[src/rtl/if_stage_pkg.sv]
// Shared definitions for the instruction fetch stage.
// Build option: IF_PREFETCH_BUF_EN selects a two-deep prefetch path;
// without it the fetch path holds a single instruction.
package if_stage_pkg;

    localparam int          INSTR_W          = 32;
    localparam logic [31:0] RESET_PC_DEFAULT = 32'h0000_0000;

`ifdef IF_PREFETCH_BUF_EN
    localparam int FETCH_DEPTH = 2;
`else
    localparam int FETCH_DEPTH = 1;
`endif

    typedef enum logic [1:0] {
        BOOT  = 2'd0,
        RUN   = 2'd1,
        FLUSH = 2'd2
    } fetch_state_e;

    typedef struct packed {
        logic [31:0]        pc;
        logic [INSTR_W-1:0] instr;
    } fetch_entry_t;

endpackage

[src/rtl/if_stage_fetch_fifo.sv]
// In-order instruction buffer of DEPTH entries, each carrying {pc, instruction}.
// Entry 0 is always the head, so the head is a plain register read.
// A push and a pop in the same cycle are accepted even when full.
// The head output reads as zero while the buffer is empty.
module fetch_fifo #(
    parameter int   DEPTH = 1,
    parameter int   W     = 64,
    localparam int  CW    = $clog2(DEPTH + 1)
) (
    input  logic          clk,
    input  logic          rst,
    input  logic          clear,
    input  logic          push,
    input  logic [W-1:0]  push_data,
    input  logic          pop,
    output logic          valid,
    output logic [W-1:0]  head,
    output logic [CW-1:0] count
);

    logic [W-1:0]  mem      [DEPTH];
    logic [W-1:0]  mem_next [DEPTH];
    logic          pop_ok;
    logic [CW-1:0] wr_idx;

    assign valid  = (count != '0);
    assign pop_ok = pop && valid;
    assign wr_idx = count - CW'(pop_ok);
    assign head   = valid ? mem[0] : '0;

    // Shift down on pop, then place the new word just behind the surviving entries.
    always_comb begin
        for (int i = 0; i < DEPTH; i++) begin
            mem_next[i] = mem[i];
        end
        if (pop_ok) begin
            for (int i = 0; i < DEPTH - 1; i++) begin
                mem_next[i] = mem[i + 1];
            end
        end
        for (int i = 0; i < DEPTH; i++) begin
            if (push && (wr_idx == CW'(i))) begin
                mem_next[i] = push_data;
            end
        end
    end

    // Occupancy; clear wins over any same-cycle push.
    always_ff @(posedge clk or posedge rst) begin
        if (rst) begin
            count <= '0;
        end else if (clear) begin
            count <= '0;
        end else begin
            count <= count + CW'(push) - CW'(pop_ok);
        end
    end

    // Storage update.
    always_ff @(posedge clk or posedge rst) begin
        if (rst) begin
            for (int i = 0; i < DEPTH; i++) begin
                mem[i] <= '0;
            end
        end else begin
            for (int i = 0; i < DEPTH; i++) begin
                mem[i] <= mem_next[i];
            end
        end
    end

endmodule

[src/rtl/if_stage.sv]
// Instruction fetch stage: issues sequential word fetches, buffers in-order
// responses tagged with their PC, and flushes on a downstream redirect.
// Build option: IF_PREFETCH_BUF_EN (two outstanding / two buffered words).
//
// state | meaning
// BOOT  | out of reset, nothing issued; leaves on the first clock edge
// RUN   | sequential fetch, responses written to the buffer
// FLUSH | waiting out stale responses (drop_cnt of them), no requests
module if_stage
    import if_stage_pkg::*;
#(
    parameter logic [31:0] RESET_PC = RESET_PC_DEFAULT,
    parameter logic [31:0] PC_INC   = 32'd4
) (
    input  logic               clk,
    input  logic               reset,
    output logic               imem_req,
    output logic [31:0]        imem_addr,
    input  logic               imem_gnt,
    input  logic               imem_rvalid,
    input  logic [INSTR_W-1:0] imem_rdata,
    input  logic               redirect,
    input  logic [31:0]        redirect_pc,
    output logic               instr_valid,
    input  logic               instr_ready,
    output logic [INSTR_W-1:0] instruction,
    output logic [31:0]        instr_pc,
    output logic [31:0]        instr_npc
);

    localparam int DEPTH = FETCH_DEPTH;
    localparam int CW    = $clog2(DEPTH + 1);

    fetch_state_e  state;
    logic [31:0]   fetch_pc;
    logic [CW-1:0] outstanding;
    logic [CW-1:0] drop_cnt;
    logic [CW-1:0] fifo_count;
    logic [CW-1:0] out_next;
    logic [CW-1:0] drop_next;
    logic [CW:0]   in_use;
    logic          req_fire;
    logic          resp;
    logic          push;
    logic          pop;
    logic [31:0]   resp_pc;
    fetch_entry_t  push_entry;
    fetch_entry_t  head_entry;

    // A word consumed by decode this cycle frees its slot immediately, which
    // is what lets the two-deep build sustain one instruction per cycle.
    assign in_use    = {1'b0, outstanding} + {1'b0, fifo_count} - (CW+1)'(pop);
    assign imem_req  = (state == RUN) && (in_use < (CW+1)'(DEPTH));
    assign imem_addr = fetch_pc;
    assign req_fire  = imem_req && imem_gnt;

    // Responses with nothing outstanding are protocol errors and are ignored.
    assign resp      = imem_rvalid && (outstanding != '0);
    assign out_next  = outstanding + CW'(req_fire) - CW'(resp);
    assign drop_next = drop_cnt - CW'(resp && (drop_cnt != '0));

    // All outstanding requests in RUN are sequential, so the oldest one sits
    // 'outstanding' increments behind the next fetch address.
    assign resp_pc    = fetch_pc - (32'(outstanding) * PC_INC);
    assign push       = resp && (state == RUN) && !redirect;
    assign push_entry = '{pc: resp_pc, instr: imem_rdata};
    assign pop        = instr_valid && instr_ready;

    fetch_fifo #(
        .DEPTH (DEPTH),
        .W     ($bits(fetch_entry_t))
    ) u_fifo (
        .clk       (clk),
        .rst       (reset),
        .clear     (redirect),
        .push      (push),
        .push_data (push_entry),
        .pop       (pop),
        .valid     (instr_valid),
        .head      (head_entry),
        .count     (fifo_count)
    );

    assign instruction = head_entry.instr;
    assign instr_pc    = head_entry.pc;
    assign instr_npc   = instr_valid ? (head_entry.pc + PC_INC) : '0;

    // Fetch sequencing: PC, outstanding tracking and flush control.
    always_ff @(posedge clk or posedge reset) begin
        if (reset) begin
            state       <= BOOT;
            fetch_pc    <= RESET_PC;
            outstanding <= '0;
            drop_cnt    <= '0;
        end else begin
            outstanding <= out_next;
            if (redirect) begin
                fetch_pc <= redirect_pc;
            end else if (req_fire) begin
                fetch_pc <= fetch_pc + PC_INC;
            end
            case (state)
                BOOT: begin
                    state <= RUN;
                end
                RUN: begin
                    if (redirect && (out_next != '0)) begin
                        state    <= FLUSH;
                        drop_cnt <= out_next;
                    end
                end
                FLUSH: begin
                    drop_cnt <= drop_next;
                    if (drop_next == '0) begin
                        state <= RUN;
                    end
                end
                default: begin
                    state <= BOOT;
                end
            endcase
        end
    end

endmodule

[config.mk]
export PLATFORM = sky130hd
export DESIGN_NAME = if_stage
export DESIGN_NICKNAME = d
export VERILOG_FILES = /design/src/rtl/if_stage_pkg.sv /design/src/rtl/if_stage_fetch_fifo.sv /design/src/rtl/if_stage.sv
export SDC_FILE = /design/constraint.sdc
export NUM_CORES = 1
export LEC_CHECK = 0
export BUFFER_PORTS_ARGS = -buffer_cell sky130_fd_sc_hd__clkbuf_2
export CAP_MARGIN = 20
export CELL_PAD_IN_SITES_DETAIL_PLACEMENT = 0
export CELL_PAD_IN_SITES_GLOBAL_PLACEMENT = 1
export CORE_AREA = 3 3 128 130
export DETAILED_ROUTE_END_ITERATION = 8
export DIE_AREA = 0 0 131 133
export PLACE_DENSITY_LB_ADDON = 0.1
export SLEW_MARGIN = 10
export SYNTH_ARGS = -nofsm -noshare
export SYNTH_HDL_FRONTEND = slang
export SYNTH_SLANG_ARGS = --single-unit
[constraint.sdc]
create_clock -name clk -period 6.4 [get_ports clk]
set_input_delay 1.28 -clock clk [delete_from_list [all_inputs] [get_ports clk]]
set_output_delay 1.28 -clock clk [all_outputs]
set_load 0.02 [all_outputs]
==> results of run 1 <==
## cell families (layout without fill, tap and decap cells)
group	after synthesis	count (layout)	synth area share, %
buffers and inverters	59	228	5.49
muxes	41	41	7.37
AOI/OAI and AO/OA	71	71	6.13
adders and majority gates	5	5	1.00
xor gates and xnor gates	79	79	11.1
DFF	101	101	40.5
and+or+nand+nor	312	312	28.4
## synth_stat cells (6+ instances only)
cell type  instances
xor2_1            34
nor2b_1            8
nand4_1           19
dfrtp_1          101
or3_1              6
nor3_1            13
o21ai_0           33
nor4_1            10
clkbuf_1          28
nand3_1           26
and3_1             7
and2_1            87
inv_1              9
xnor2_1           45
buf_6              6
nor2_1            50
mux2_2            40
a21oi_1           26
nand2_1           55
## path summary, 6_finish.rpt
path,end,slack (ns),cells past startpoint
hold / removal,u_fifo.mem[13]$_DFFE_PP0P_,0.50,1
setup / recovery,instr_npc[22],2.01,7
setup reg to reg,imem_addr[27]$_DFFE_PP0P_,2.70,8
max in group asynchronous,u_fifo.count$_DFF_PP0_,4.26,3
hold reg to reg,u_fifo.mem[13]$_DFFE_PP0P_,0.50,1
min in group asynchronous,imem_addr[7]$_DFFE_PP0P_,0.93,2
## worst max-delay path, delay by kind of cell, from the launching register on
kind	cells	cell delay (ns)
simple gates	4	1.32
buf+inv	2	0.67
flops	1	0.58
xor+xnor	1	0.17
## power by group through the flow
stage | combinational (uW) | clock [uW] | sequential (uW)
4_1_cts | 886 | 628 | 1140
5_1_grt | 978 | 647 | 1180
3_3_place_gp | 865 | 0 | 1140
3_5_place_dp | 882 | 0 | 1150
6_report | 872 | 603 | 1140
2_1_floorplan | 679 | 0 | 1070
## cell type report
class | count | area share [%]
inverter | 9 | 0.480
clock inverter | 3 | 0.894
clock buffer | 13 | 3.44
sequential | 101 | 33.4
tap | 211 | 3.49
multi-input combinational | 508 | 44.7
timing repair buffer | 203 | 13.6
## state kept, by name, summed over array words and instances (netlist names)
signal,flops
state,2
u_fifo.mem,64
u_fifo.count,1
imem_addr,32
drop_cnt,1
outstanding,1
## metal layers
metal  GRT usage (%)  vias to the layer above  part of all wire [%]
met5               0                        -                     0
li1                -                     2590                     -
met2            28.1                      178                    45
met4            6.29                        0                   1.7
met1            25.6                     2388                    47
met3            2.87                       16                   6.8
## stage by stage
step / utilization (%) / hold WS [ns] / instances
detailed placement: 47.4 / 0.488 / 1032
global placement: 47.4 / 0.480 / 1032
floorplan: - / 0.472 / 668
global route: 49.6 / 0.510 / 1048
finish: 49.6 / 0.499 / 1048
CTS: 49.6 / 0.504 / 1048
==> flow_summary.yaml, run 1 <==
run_status:
  status: "finished clean"
detailed_routing:
  dr.pass1.iters: 5
  drtIter0Drc: 204
  vias: 5172
  wl_mm: 15.8
  ant_nets: 0
  wl_per_cell_um: 15.1
  remaining_drc_errors: 0
  vias_per_cell: 4.94
clock_network:
  clk-insertion-delay-late_ns: 0.35
  cts_tree: "done"
  cts_root_buf: "clkbuf_16"
  cts_buffers: 9
  htreeDepth: 3
  cts_setup_buffers: 0
  clockBufferDepth: 2
  postCtsResizedCells: 0
  ctsHoldBuffers: 0
  clock-sinks: 101
  path_clk_slew_ns: 0.07
global_route:
  grt_pass1_wl_mm: 25.4
  grt_pass1_vias: 4977
  grt_util_all_layers_pct: 18.1
  grt_max_degree: 95
  overflow: 0
  antenna_found_initial: 0
final_layout:
  drive_above_1_share_pct: 33.3
  n_fill_cell: 1472
  syn_to_final_growth_pct: 21.1
  diodes: 0
  num-nets-final: 907
  multi_input_area_mm2: 0.00338
  final_common_cell: "clkbuf_2"
  final_cell_mix: "199 x clkbuf_2, 100 x dfrtp_1, 87 x and2_1"
  finalInstanceArea_mm2: 0.00756
  regArea_mm2: 0.00253
worst_hold_path:
  hp-class: "flop to flop"
  hp-start: "u_fifo.mem[13]$_DFFE_PP0P_"
die:
  ios: 200
  die_height_um: 133
  dieArea_mm2: 0.0174
  initial_core_util_pct: 40.9
  rows: 45
  die_w_um: 131
  core_area_mm2: 0.0153
sta:
  worst_pin_slew_ns: 0.988
  worst_slack_ns: 2.01
  hold_viol: 0
  final.setup_skew_ns: 0.00520
  fmax_mhz: 228
  rsz0062_at_grt: "no"
  finalCriticalPeriod_ns: 4.39
  slew_headroom_pct: 34.2
  setup_tns_ns: 0
  period_share_pct: 68.7
  setup_viol: 0
  drv_slew: 0
worst_setup_path:
  crit_chain: "buf_4 > nand3_1 > nor4_1 > nand3_1 > xnor2_1 > and2_1 > clkbuf_2"
  worstSetupEndpointType: "primary output"
  cpMostUsedCell: "nand3_1"
  critPathLaunch: "u_fifo.count$_DFF_PP0_"
  worstPathArrival_ns: 3.11
  r2r-start: "u_fifo.count$_DFF_PP0_"
  crit_required_ns: 5.12
  critPathLaunchType: "flop"
  cpPeakStageDelay_ns: 0.75
  cp_slowest_cell: "nor4_1"
  cp_max_fo: 72
  criticalPathCategory: "flop to primary output"
synth:
  ys.flop_type: "dfrtp_1"
  synth_area_mm2: 0.00624
  syn_inst: 668
  ys_types: 46
  yosysTopAreaCell: "dfrtp_1"
  postSynth.asyncResetShare_pct: 100
  synth_nets: 743
  synth_top_area_share_pct: 40.5
  ys_ff_latch: 101
  seq_area_frac_synth_pct: 40.5
  synth.area.top_cells: "dfrtp_1 40%, and2_1 8.7%, mux2_2 7.2%"
  synth-edff-count: 0
  yosysWarnings: 0
  avgSynthCellArea_um2: 9.35
pwr:
  power_frac_clock_pct: 23.1
  seq_power_share_pct: 43.6
  p_per_area_mw_per_mm2: 346
  p_switching_uw: 977
  swShare_pct: 37.4
  pwr-share-comb_pct: 33.4
  ir_drop_mv: 0.162
  p_int_uw: 1640
  p_total_uw: 2610
  cellLeakagePower_uw: 0.00340
placed_design:
  port_buffers: 199
  dp_slack_ns: 2.21
  gp_congestion: 0.786
  placed_area_mm2: 0.00723
  hpwl_mm: 11.9
run:
  cap_violations: 0
Power figures use the tool's default switching activity.
==> run 2, diff against run 1 <==
Settings changed: CORE_AREA 3 3 128 130 to 3 3 138 140, DIE_AREA 0 0 131 133 to 0 0 141 143.
Clock period 6.4 ns to 3.85 ns, I/O delays scaled along.
==> run 2 against run 1 <==
  * Worst setup slack got worse by 1.5 ns
  * Combinational power increased by 69%
  * Critical path depth decreased by 2
  * Power increased by 64%
  * Hold slack about the same
  * Die area increased by 16%
  * Non-clock buffer count increased by 8
  * Cell count increased by 2.5%
  * Clock power increased by 52%
==> flow_summary.yaml, run 2 (same netlist as run 1, synthesis figures left out) <==
die:
  die_height_um: 143
  initial_core_util_pct: 34.8
  rows: 49
  core_area_mm2: 0.0180
  ios: 200
  dieArea_mm2: 0.0202
  die_w_um: 141
sta:
  rsz0062_at_grt: "no"
  drv_slew: 0
  setup_viol: 0
  slew_headroom_pct: 47.2
  whs_ns: 0.499
  fmax_mhz: 298
  hold_viol: 0
  final.setup_skew_ns: 0.00783
  period_share_pct: 87.1
  worst_pin_slew_ns: 0.785
  setup_tns_ns: 0
  finalCriticalPeriod_ns: 3.35
final_layout:
  largest_reg_flops: 64
  diodes: 0
  syn_to_final_growth_pct: 22.3
  final_cells: 1074
  drive_above_1_share_pct: 34.1
  num-nets-final: 915
  regMostFlops: "u_fifo.mem"
  final_cell_mix: "199 x clkbuf_2, 100 x dfrtp_1, 87 x and2_1"
  final_common_cell: "clkbuf_2"
  finalInstanceArea_mm2: 0.00763
worst_setup_path:
  r2r-start: "u_fifo.count$_DFF_PP0_"
  crit_required_ns: 3.08
  criticalPathCategory: "flop to primary output"
  worstPathArrival_ns: 2.58
  r2r-end: "imem_addr[15]$_DFFE_PP0P_"
  cp_max_fo: 15
  critPathLaunch: "u_fifo.count$_DFF_PP0_"
  reg2reg_slack_ns: 0.74
  reg2regPathDepth: 8
  critPathLaunchType: "flop"
  worstSetupEndpointType: "primary output"
global_route:
  grt_pass1_wl_mm: 27.4
  grt_pass1_vias: 5160
  grt_util_all_layers_pct: 16.7
  grt-busiest-layer: "met2"
  use_met1_pct: 24.0
  grt_util_met3_pct: 3.05
  met2_usage_pct: 25.6
  grt_max_degree: 95
  overflow: 0
  antenna_found_initial: 0
pwr:
  p_per_area_mw_per_mm2: 560
  ir_drop_mv: 0.247
  cellLeakagePower_uw: 0.00344
placed_design:
  placed_area_mm2: 0.00732
  place_inst: 1057
  gp_congestion: 0.801
  hpwl_mm: 12.7
  port_buffers: 199
worst_hold_path:
  hp-class: "flop to flop"
  hp-start: "u_fifo.mem[28]$_DFFE_PP0P_"
  hold_end: "u_fifo.mem[28]$_DFFE_PP0P_"
  hold-path-cell-count: 1
detailed_routing:
  vias: 5222
  wl_per_cell_um: 15.6
  remaining_drc_errors: 0
  drtIter0Drc: 180
  vias_per_cell: 4.86
  ant_nets: 0
  wl_mm: 16.8
  dr.pass1.iters: 4
clock_network:
  cts_setup_buffers: 0
  postCtsResizedCells: 0
  cts_tree: "done"
  htreeDepth: 3
  cts_buffers: 9
  clk-insertion-delay-late_ns: 0.34
  path_clk_slew_ns: 0.07
  ctsHoldBuffers: 0
  clock-sinks: 101
  cts_root_buf: "clkbuf_16"
  clockBufferDepth: 2
run:
  cap_violations: 0
run_status:
  status: "finished clean"
run 2: area by class of cell:
| class | count | area (um^2) |
|---|---|---|
| inverters | 9 | 36.3 |
| clock inverters | 5 | 50.0 |
| multi-input cells | 508 | 3380 |
| fillers | 1821 | 10300 |
| well taps | 229 | 287 |
| clock buffers | 11 | 243 |
| flip-flops and latches | 101 | 2530 |
| repair buffers | 211 | 1110 |
run 2: worst max path at each step:
stage | endpoint | slack, ns | cells past startpoint
detailed placement | imem_addr[15]$_DFFE_PP0P_ | 0.46 | 9
CTS | instr_npc[22] | 0.45 | 9
global placement | imem_addr[27]$_DFFE_PP0P_ | 0.56 | 8
finish | imem_req | 0.50 | 5
floorplan | instr_npc[18] | 0.34 | 9
global route | instr_npc[30] | 0.27 | 9
run 2: layer usage:
layer / share of wire (%) / up-vias
li1: - / 2605
met1: 49 / 2429
met2: 43 / 171
met3: 5.7 / 17
met4: 1.6 / 0
met5: 0 / -
run 2: worst max-delay path, cell delays in order (launching register included):
cell and delay, ns:
dfrtp_2 0.51, nor2b_1 0.35, ha_1 0.29, or4b_1 0.64, inv_1 0.23, clkbuf_2 0.21
run 2: power by group:
part / switching [uW] / internal, uW
sequential: 430 / 1460
clock: 399 / 518
combinational: 807 / 664
total: 1640 / 2640
run 2: through the flow:
| step | utilization [%] | setup slack (ns) | power (uW) |
|---|---|---|---|
| global route | 42.5 | 0.266 | 4600 |
| CTS | 42.4 | 0.453 | 4340 |
| global placement | 40.8 | 0.561 | 3350 |
| detailed placement | 40.8 | 0.457 | 3400 |
| finish | 42.5 | 0.496 | 4270 |
| floorplan | - | 0.338 | 2910 |
